**config.mk**
```make
export PLATFORM = sky130hd
export DESIGN_NAME = hazard_forward_unit
export DESIGN_NICKNAME = d
export VERILOG_FILES = /design/src/rtl/hazard_forward_unit.sv
export SDC_FILE = /design/constraint.sdc
export NUM_CORES = 1
export LEC_CHECK = 0
export CAP_MARGIN = 10
export CORE_MARGIN = 2
export CORE_UTILIZATION = 50
export DETAILED_ROUTE_END_ITERATION = 16
export DONT_BUFFER_PORTS = 1
export PLACE_DENSITY_LB_ADDON = 0.08
export SETUP_SLACK_MARGIN = 0.2
export SLEW_MARGIN = 20
export SYNTH_ARGS = -nofsm -noshare
export SYNTH_HDL_FRONTEND = slang
export SYNTH_SLANG_ARGS = --single-unit
```
**constraint.sdc**
```tcl
create_clock -name clk -period 3.7 [get_ports clk]
set_clock_uncertainty 0.2 [all_clocks]
set_input_delay 0.74 -clock clk [delete_from_list [all_inputs] [get_ports clk]]
set_output_delay 0.74 -clock clk [all_outputs]
set_load 0.02 [all_outputs]
```
**src/rtl/hazard_forward_unit.sv**
```systemverilog
// Operand forwarding, load-use stall FSM and branch-flush control beside ID/EX.
// Define HAZARD_PERF_EN to build the saturating stall/flush performance counters.
module hazard_forward_unit #(
    parameter int unsigned REG_NUMBER = 5,
    parameter int unsigned NUM_SRC    = 2,
    parameter int unsigned LOAD_LAT   = 1
) (
    input  logic                          clk,
    input  logic                          rst_n,
    input  logic [NUM_SRC*REG_NUMBER-1:0] ID_rs,
    input  logic [NUM_SRC*REG_NUMBER-1:0] ID_EX_rs,
    input  logic                          ID_EX_MemRead,
    input  logic [REG_NUMBER-1:0]         ID_EX_rd,
    input  logic                          EX_MEM_RegWrite,
    input  logic [REG_NUMBER-1:0]         EX_MEM_rd,
    input  logic                          MEM_WB_RegWrite,
    input  logic [REG_NUMBER-1:0]         MEM_WB_rd,
    input  logic                          branch_taken,
    output logic [2*NUM_SRC-1:0]          Forward,
    output logic                          stall,
    output logic                          flush_IF_ID,
    output logic                          flush_ID_EX,
    output logic                          busy,
    output logic [15:0]                   stall_cnt,
    output logic [15:0]                   flush_cnt
);

    localparam int unsigned CNT_W = 3;
    localparam int unsigned PERF_W = 16;

    typedef enum logic [0:0] {IDLE, LDSTALL} state_t;

    state_t             state_q, state_d;
    logic [CNT_W-1:0]   cnt_q, cnt_d;
    logic [2*NUM_SRC-1:0] fwd_c;
    logic               lu_hit_c;
    logic               stall_c, flush_if_id_c, flush_id_ex_c;

    // Per-source forwarding select; the youngest producer (EX/MEM) wins, x0 never forwards.
    always_comb begin
        fwd_c = '0;
        for (int unsigned i = 0; i < NUM_SRC; i++) begin
            if (EX_MEM_RegWrite && (EX_MEM_rd != '0) &&
                (EX_MEM_rd == ID_EX_rs[i*REG_NUMBER +: REG_NUMBER])) begin
                fwd_c[2*i +: 2] = 2'b10;
            end else if (MEM_WB_RegWrite && (MEM_WB_rd != '0) &&
                         (MEM_WB_rd == ID_EX_rs[i*REG_NUMBER +: REG_NUMBER])) begin
                fwd_c[2*i +: 2] = 2'b01;
            end
        end
    end

    always_comb begin
        lu_hit_c = 1'b0;
        for (int unsigned i = 0; i < NUM_SRC; i++) begin
            if (ID_EX_MemRead && (ID_EX_rd != '0) &&
                (ID_EX_rd == ID_rs[i*REG_NUMBER +: REG_NUMBER])) begin
                lu_hit_c = 1'b1;
            end
        end
    end

    // Branch squashes the waiting consumer, so it overrides any pending load stall.
    always_comb begin
        state_d       = state_q;
        cnt_d         = cnt_q;
        stall_c       = 1'b0;
        flush_if_id_c = 1'b0;
        flush_id_ex_c = 1'b0;
        if (branch_taken) begin
            flush_if_id_c = 1'b1;
            flush_id_ex_c = 1'b1;
            state_d       = IDLE;
            cnt_d         = '0;
        end else begin
            case (state_q)
                IDLE: begin
                    if (lu_hit_c) begin
                        stall_c       = 1'b1;
                        flush_id_ex_c = 1'b1;
                        if (LOAD_LAT > 1) begin
                            state_d = LDSTALL;
                            cnt_d   = CNT_W'(LOAD_LAT - 1);
                        end
                    end
                end
                LDSTALL: begin
                    stall_c       = 1'b1;
                    flush_id_ex_c = 1'b1;
                    cnt_d         = cnt_q - CNT_W'(1);
                    if (cnt_q <= CNT_W'(1)) begin
                        state_d = IDLE;
                        cnt_d   = '0;
                    end
                end
                default: begin
                    state_d = IDLE;
                    cnt_d   = '0;
                end
            endcase
        end
    end

    always_ff @(posedge clk or negedge rst_n) begin
        if (!rst_n) begin
            state_q <= IDLE;
            cnt_q   <= '0;
        end else begin
            state_q <= state_d;
            cnt_q   <= cnt_d;
        end
    end

    // Controls are gated by reset so they drop the instant rst_n falls.
    assign Forward     = fwd_c;
    assign stall       = stall_c & rst_n;
    assign flush_IF_ID = flush_if_id_c & rst_n;
    assign flush_ID_EX = flush_id_ex_c & rst_n;
    assign busy        = (state_q == LDSTALL) & rst_n;

`ifdef HAZARD_PERF_EN
    logic [PERF_W-1:0] stall_cnt_q, stall_cnt_d;
    logic [PERF_W-1:0] flush_cnt_q, flush_cnt_d;

    // Saturating event counters.
    always_comb begin
        stall_cnt_d = stall_cnt_q;
        flush_cnt_d = flush_cnt_q;
        if (stall_c && (stall_cnt_q != {PERF_W{1'b1}})) begin
            stall_cnt_d = stall_cnt_q + PERF_W'(1);
        end
        if (flush_if_id_c && (flush_cnt_q != {PERF_W{1'b1}})) begin
            flush_cnt_d = flush_cnt_q + PERF_W'(1);
        end
    end

    always_ff @(posedge clk or negedge rst_n) begin
        if (!rst_n) begin
            stall_cnt_q <= '0;
            flush_cnt_q <= '0;
        end else begin
            stall_cnt_q <= stall_cnt_d;
            flush_cnt_q <= flush_cnt_d;
        end
    end

    assign stall_cnt = stall_cnt_q;
    assign flush_cnt = flush_cnt_q;
`else
    assign stall_cnt = PERF_W'(0);
    assign flush_cnt = PERF_W'(0);
`endif

endmodule

```
Word-level counts from Yosys, hierarchy flattened
Index checks and enable logic that the tools add are counted.
{"block": "classes", "add_sub_neg": 1, "order_cmp": 1, "n_eq_ne": 6, "mux": 17, "bitwise_logic": 5, "n_reduce_logical": 13}
{"operator": "$eq 5x5->1", "count": 6}
{"operator": "$reduce_bool 5->1", "count": 3}
{"operator": "$mux 1", "count": 11}
{"operator": "$logic_and 1x1->1", "count": 9}
{"operator": "$mux 3", "count": 3}
{"operator": "$and 1x1->1", "count": 4}
{"operator": "$mux 2", "count": 2}
{"operator": "$le 3x1->1 const B", "count": 1}
{"operator": "$sub 3x1->3 const B", "count": 1}
{"operator": "$pmux 1 s2", "count": 1}
{"operator": "$reduce_bool 2->1", "count": 1}
{"operator": "$not 1->1", "count": 1}
{"block": "word_totals", "register_bits": 4, "input_bits": 41, "output_inout_bits": 40, "word_cells": 45}

Logic depth before layout (Yosys ltp)
{"block": "depth", "ltp_word": 9, "depth_mapped": 5, "depth_no_buf": 5}

Worst setup path after synthesis
Ideal clock, no wire load.
{"block": "synth_path", "kind": "in2out", "start": "input port EX_MEM_rd[1]", "end": "output port Forward[0]", "t_arrival_ns": 2.071, "required_ns": 2.760, "slack_ns": 0.689, "cell_stages": 4, "n_path_buf": 0, "path_cell_list": "or4_4 o21ai_2 nor4_1 nor4_2"}
{"block": "synth_between", "elab_chain_len": 4, "elab_cells_between_ends": 5, "classes_between": "eq/ne: 1; mux: 1; reduce/logical: 3"}
{"item": "start, declared", "line_no": "15", "source": "input logic [REG_NUMBER-1:0] EX_MEM_rd,"}
{"item": "$reduce_bool 5->1", "line_no": "43", "source": "if (EX_MEM_RegWrite && (EX_MEM_rd != '0) &&"}
{"item": "$logic_and 1x1->1", "line_no": "43"}
{"item": "$logic_and 1x1->1 *", "line_no": "43"}
{"item": "$mux 2 *", "line_no": "43"}
{"item": "end, declared", "line_no": "19", "source": "output logic [2*NUM_SRC-1:0] Forward,"}
Every way passes the cells marked *; elsewhere a longest branch is shown, timed or not.

Worst setup path after layout
Ends and elaborated chain as after synthesis.

==> results.tsv <==
stage	metric	value	unit
status	status	completed	
setup_path	worst path buffer plus inverter count	1	
setup_path	R2R setup slack	2.18	ns
setup_path	crit path max fanout	3	
timing	period utilization	0.846	
yosys	Post-Syn Instances	112	
yosys	Synth cell types	25	
grt	largest net degree at the start of global routing	7	
setup_path	reg2reg path depth	5	
yosys	cell taking the most area after synthesis	buf_4	
setup_path	CP startpoint	EX_MEM_rd[1]	
setup_path	R2R Path End	cnt_q[2]	
routing	DR DRC count	0	
routing	drt wl/cell	12.0	um
yosys	Top FF cell, synth	dfrtp_1	
floorplanning	Core Region	0.00169	mm2
yosys	combinational family with the most area after synthesis	XOR/XNOR gates	
routing	vias per cell	4.82	
routing	DRT Pass-1 Iters	4	
yosys	Synth async-reset ratio	1.00	
yosys	post-synthesis sequential element count	4	
clocking	post-CTS setup buffer count	0	
power	leakage	0.000388	uW
floorplanning	height of the die	45.9	um
final_layout	Antenna Cells	0	
setup_path	crit start category	input pin	
grt	first-pass GRT wire length	2160	um
yosys	YS warnings	0	
setup_path	slowest stage delay, CP	0.55	ns
yosys	syn avg cell area	7.82	um2
timing	max frequency	319	MHz
flow_run	Max-Cap Viols	0	
clocking	Worst-Skew Late Latency	0.23	ns
timing	Tightest Pin Transition	1.10	ns
placed_design	IO Port Bufs	0	
clocking	CTS buffer count	3	
clocking	CTS tree	built	
floorplanning	Die ar.	0.00210	mm2
routing	WL final	1600	um
clocking	Reg clk slew, reported paths	0.04	ns
setup_path	critical path arrival	2.19	ns
yosys	Synth Area in Simple Gates	0.190	
setup_path	slowest cell on the critical path	nor4_2	
timing	total negative slack	0	ns
yosys	Mapped Area	876	um2
placed_design	DP HPWL	1450	um
placed_design	DP Worst Slack	0.563	ns
yosys	Post-synth EDFFs	0	
routing	via count	641	
yosys	dominant cells by area after synthesis	buf_4, xor2_1, dfrtp_1	
final_layout	FILL cells	168	
clocking	htree depth	1	
final_layout	share of layout cells above drive strength 1	0.0690	
floorplanning	Starting Density	0.519	
timing	Slew Viols, Final	0	
clocking	root buffer cell	clkbuf_4	
setup_path	number of cells on the critical path	5	
final_layout	Nets	161	
timing	minimum clock period	3.13	ns
power	maximum VDD drop	132	uV
yosys	share of the synthesized area in the top cell type	0.274	
setup_path	worst path cell trace	or4_4, o21ai_2, nor4_1, buf_4, nor4_2	
floorplanning	FP Rows	15	
yosys	Seq/Total Area, Yosys	0.114	
yosys	post-synthesis adder-cell area fraction	0.0286	
grt	grt total ovfl	0	
setup_path	CP endpoint kind	output port	
timing	setup violators final	0	
floorplanning	DIE WIDTH	45.9	um
clocking	CTS resizes	0	
timing	final hold violations	0	
final_layout	post-layout util	0.481	
yosys	most numerous cell in the Yosys netlist	buf_4	
final_layout	synth-to-layout area growth	-7.14	%
placed_design	gpl congestion	0.684	
grt	initial antenna violation count	0	
routing	Detail Route Antenna Nets	0	
setup_path	crit path kind	in2out	
clocking	maximum root-to-sink buffer count	2	
yosys	post-synthesis compound-gate area fraction	0.0714	
setup_path	crit-path leading delay family	simple AND/OR/NAND/NOR gates	
power	Pwr Density	204	mW/mm2
hold_path	Hold/Removal Path Class	reg2reg	
setup_path	worst r2r src	cnt_q[1]	
setup_path	worst setup path end	Forward[0]	
yosys	Post-synth top cells	buf_4, xor2_1, xnor2_1	
yosys	Post-Synth XOR/XNOR Area	0.300	
yosys	portion of netlist area occupied by mux cells	0	
grt	GRT Total Usage	0.139	
setup_path	worst path required time	2.76	ns
timing	final worst setup slack	0.568	ns
clocking	TritonCTS Sinks	4	
grt	vias in the first global route	572	
routing	drt first-iter violations	6	
timing	relative slew slack	0.261	
floorplanning	I/O Pins	81	
timing	RSZ-0062 raised after global routing	false	
## cells by family (layout without fill, tap and decap cells)
logic type / count (synthesis) / count (layout)
xor+xnor: 30 / 30
fa+ha+maj: 2 / 2
flops: 4 / 4
compound gates: 11 / 11
buf+inv: 36 / 9
other cells: 1 / 32
simple gates: 28 / 28
## through the flow
step,cell area (um2),instances,power [uW],hold slack [ns]
detailed placement,781,129,111,0.245
global placement,781,129,111,0.245
global route,813,133,178,0.310
finish,813,133,166,0.280
floorplan,992,143,133,0.244
CTS,813,133,168,0.285
## cell usage in the layout, fill, tap and decap left out, types with 2 or more instances in the layout
| cell type | n |
|---|---|
| a21oi_1 | 2 |
| clkbuf_4 | 3 |
| conb_1 | 32 |
| dfrtp_1 | 4 |
| ha_1 | 2 |
| inv_1 | 4 |
| nand2_1 | 5 |
| nand3_1 | 3 |
| nor2_1 | 5 |
| nor3_1 | 3 |
| nor4_1 | 2 |
| nor4_2 | 2 |
| o21ai_0 | 5 |
| or4_1 | 3 |
| xnor2_1 | 6 |
| xor2_1 | 24 |
## worst min-delay path by stage
stage	startpoint	endpoint	slack (ns)	depth (start not counted)
after detailed placement	rst_n	cnt_q[2]	0.24	0
after global routing	cnt_q[1]	cnt_q[1]	0.31	2
after CTS	cnt_q[1]	cnt_q[1]	0.28	2
after global placement	rst_n	cnt_q[0]	0.24	0
after floorplan	rst_n	cnt_q[0]	0.24	0
final	cnt_q[1]	cnt_q[1]	0.28	2
## where the power goes
group	internal, uW	switching (uW)	leakage (uW)	total, uW
registers	44.0	0	0.0000559	44.0
clock network	36.2	16.9	0.0000138	53.1
logic	22.2	46.9	0.000318	69.1
total	102	63.8	0.000388	166
## state kept, by name (all words and copies together), names as in the netlist
| signal | count |
|---|---|
| state_q | 1 |
| cnt_q | 3 |
## worst min-delay path: cells and delay by family (launching register included)
kind,cells,cell delay (ns)
AO/OA/AOI/OAI,1,0.07
flip-flops,1,0.33
AND/OR/NAND/NOR,1,0.04
## what timing repair did
item | 4_1_cts | 5_1_grt
hold endpoints to repair | 4 | 0
hold buffers | 1 | 0
endpoints found under the setup margin | 0 | 0
## metal layers
| layer | track usage | wire length (um) | up-vias |
|---|---|---|---|
| met5 | 0 | 0 | - |
| met4 | 0.0571 | 0 | 0 |
| met3 | 0.0397 | 249 | 0 |
| met2 | 0.261 | 839 | 47 |
| met1 | 0.141 | 508 | 278 |
| li1 | - | - | 316 |
## area by class of cell
class / instances / area [um2] / area share
clock buffers: 3 / 22.5 / 0.0277
multi-input cells: 103 / 637 / 0.783
flip-flops and latches: 4 / 100 / 0.123
well taps: 17 / 21.3 / 0.0262
inverters: 4 / 15.0 / 0.0185
repair buffers: 2 / 17.5 / 0.0215
(Power assumes the default switching activity.)
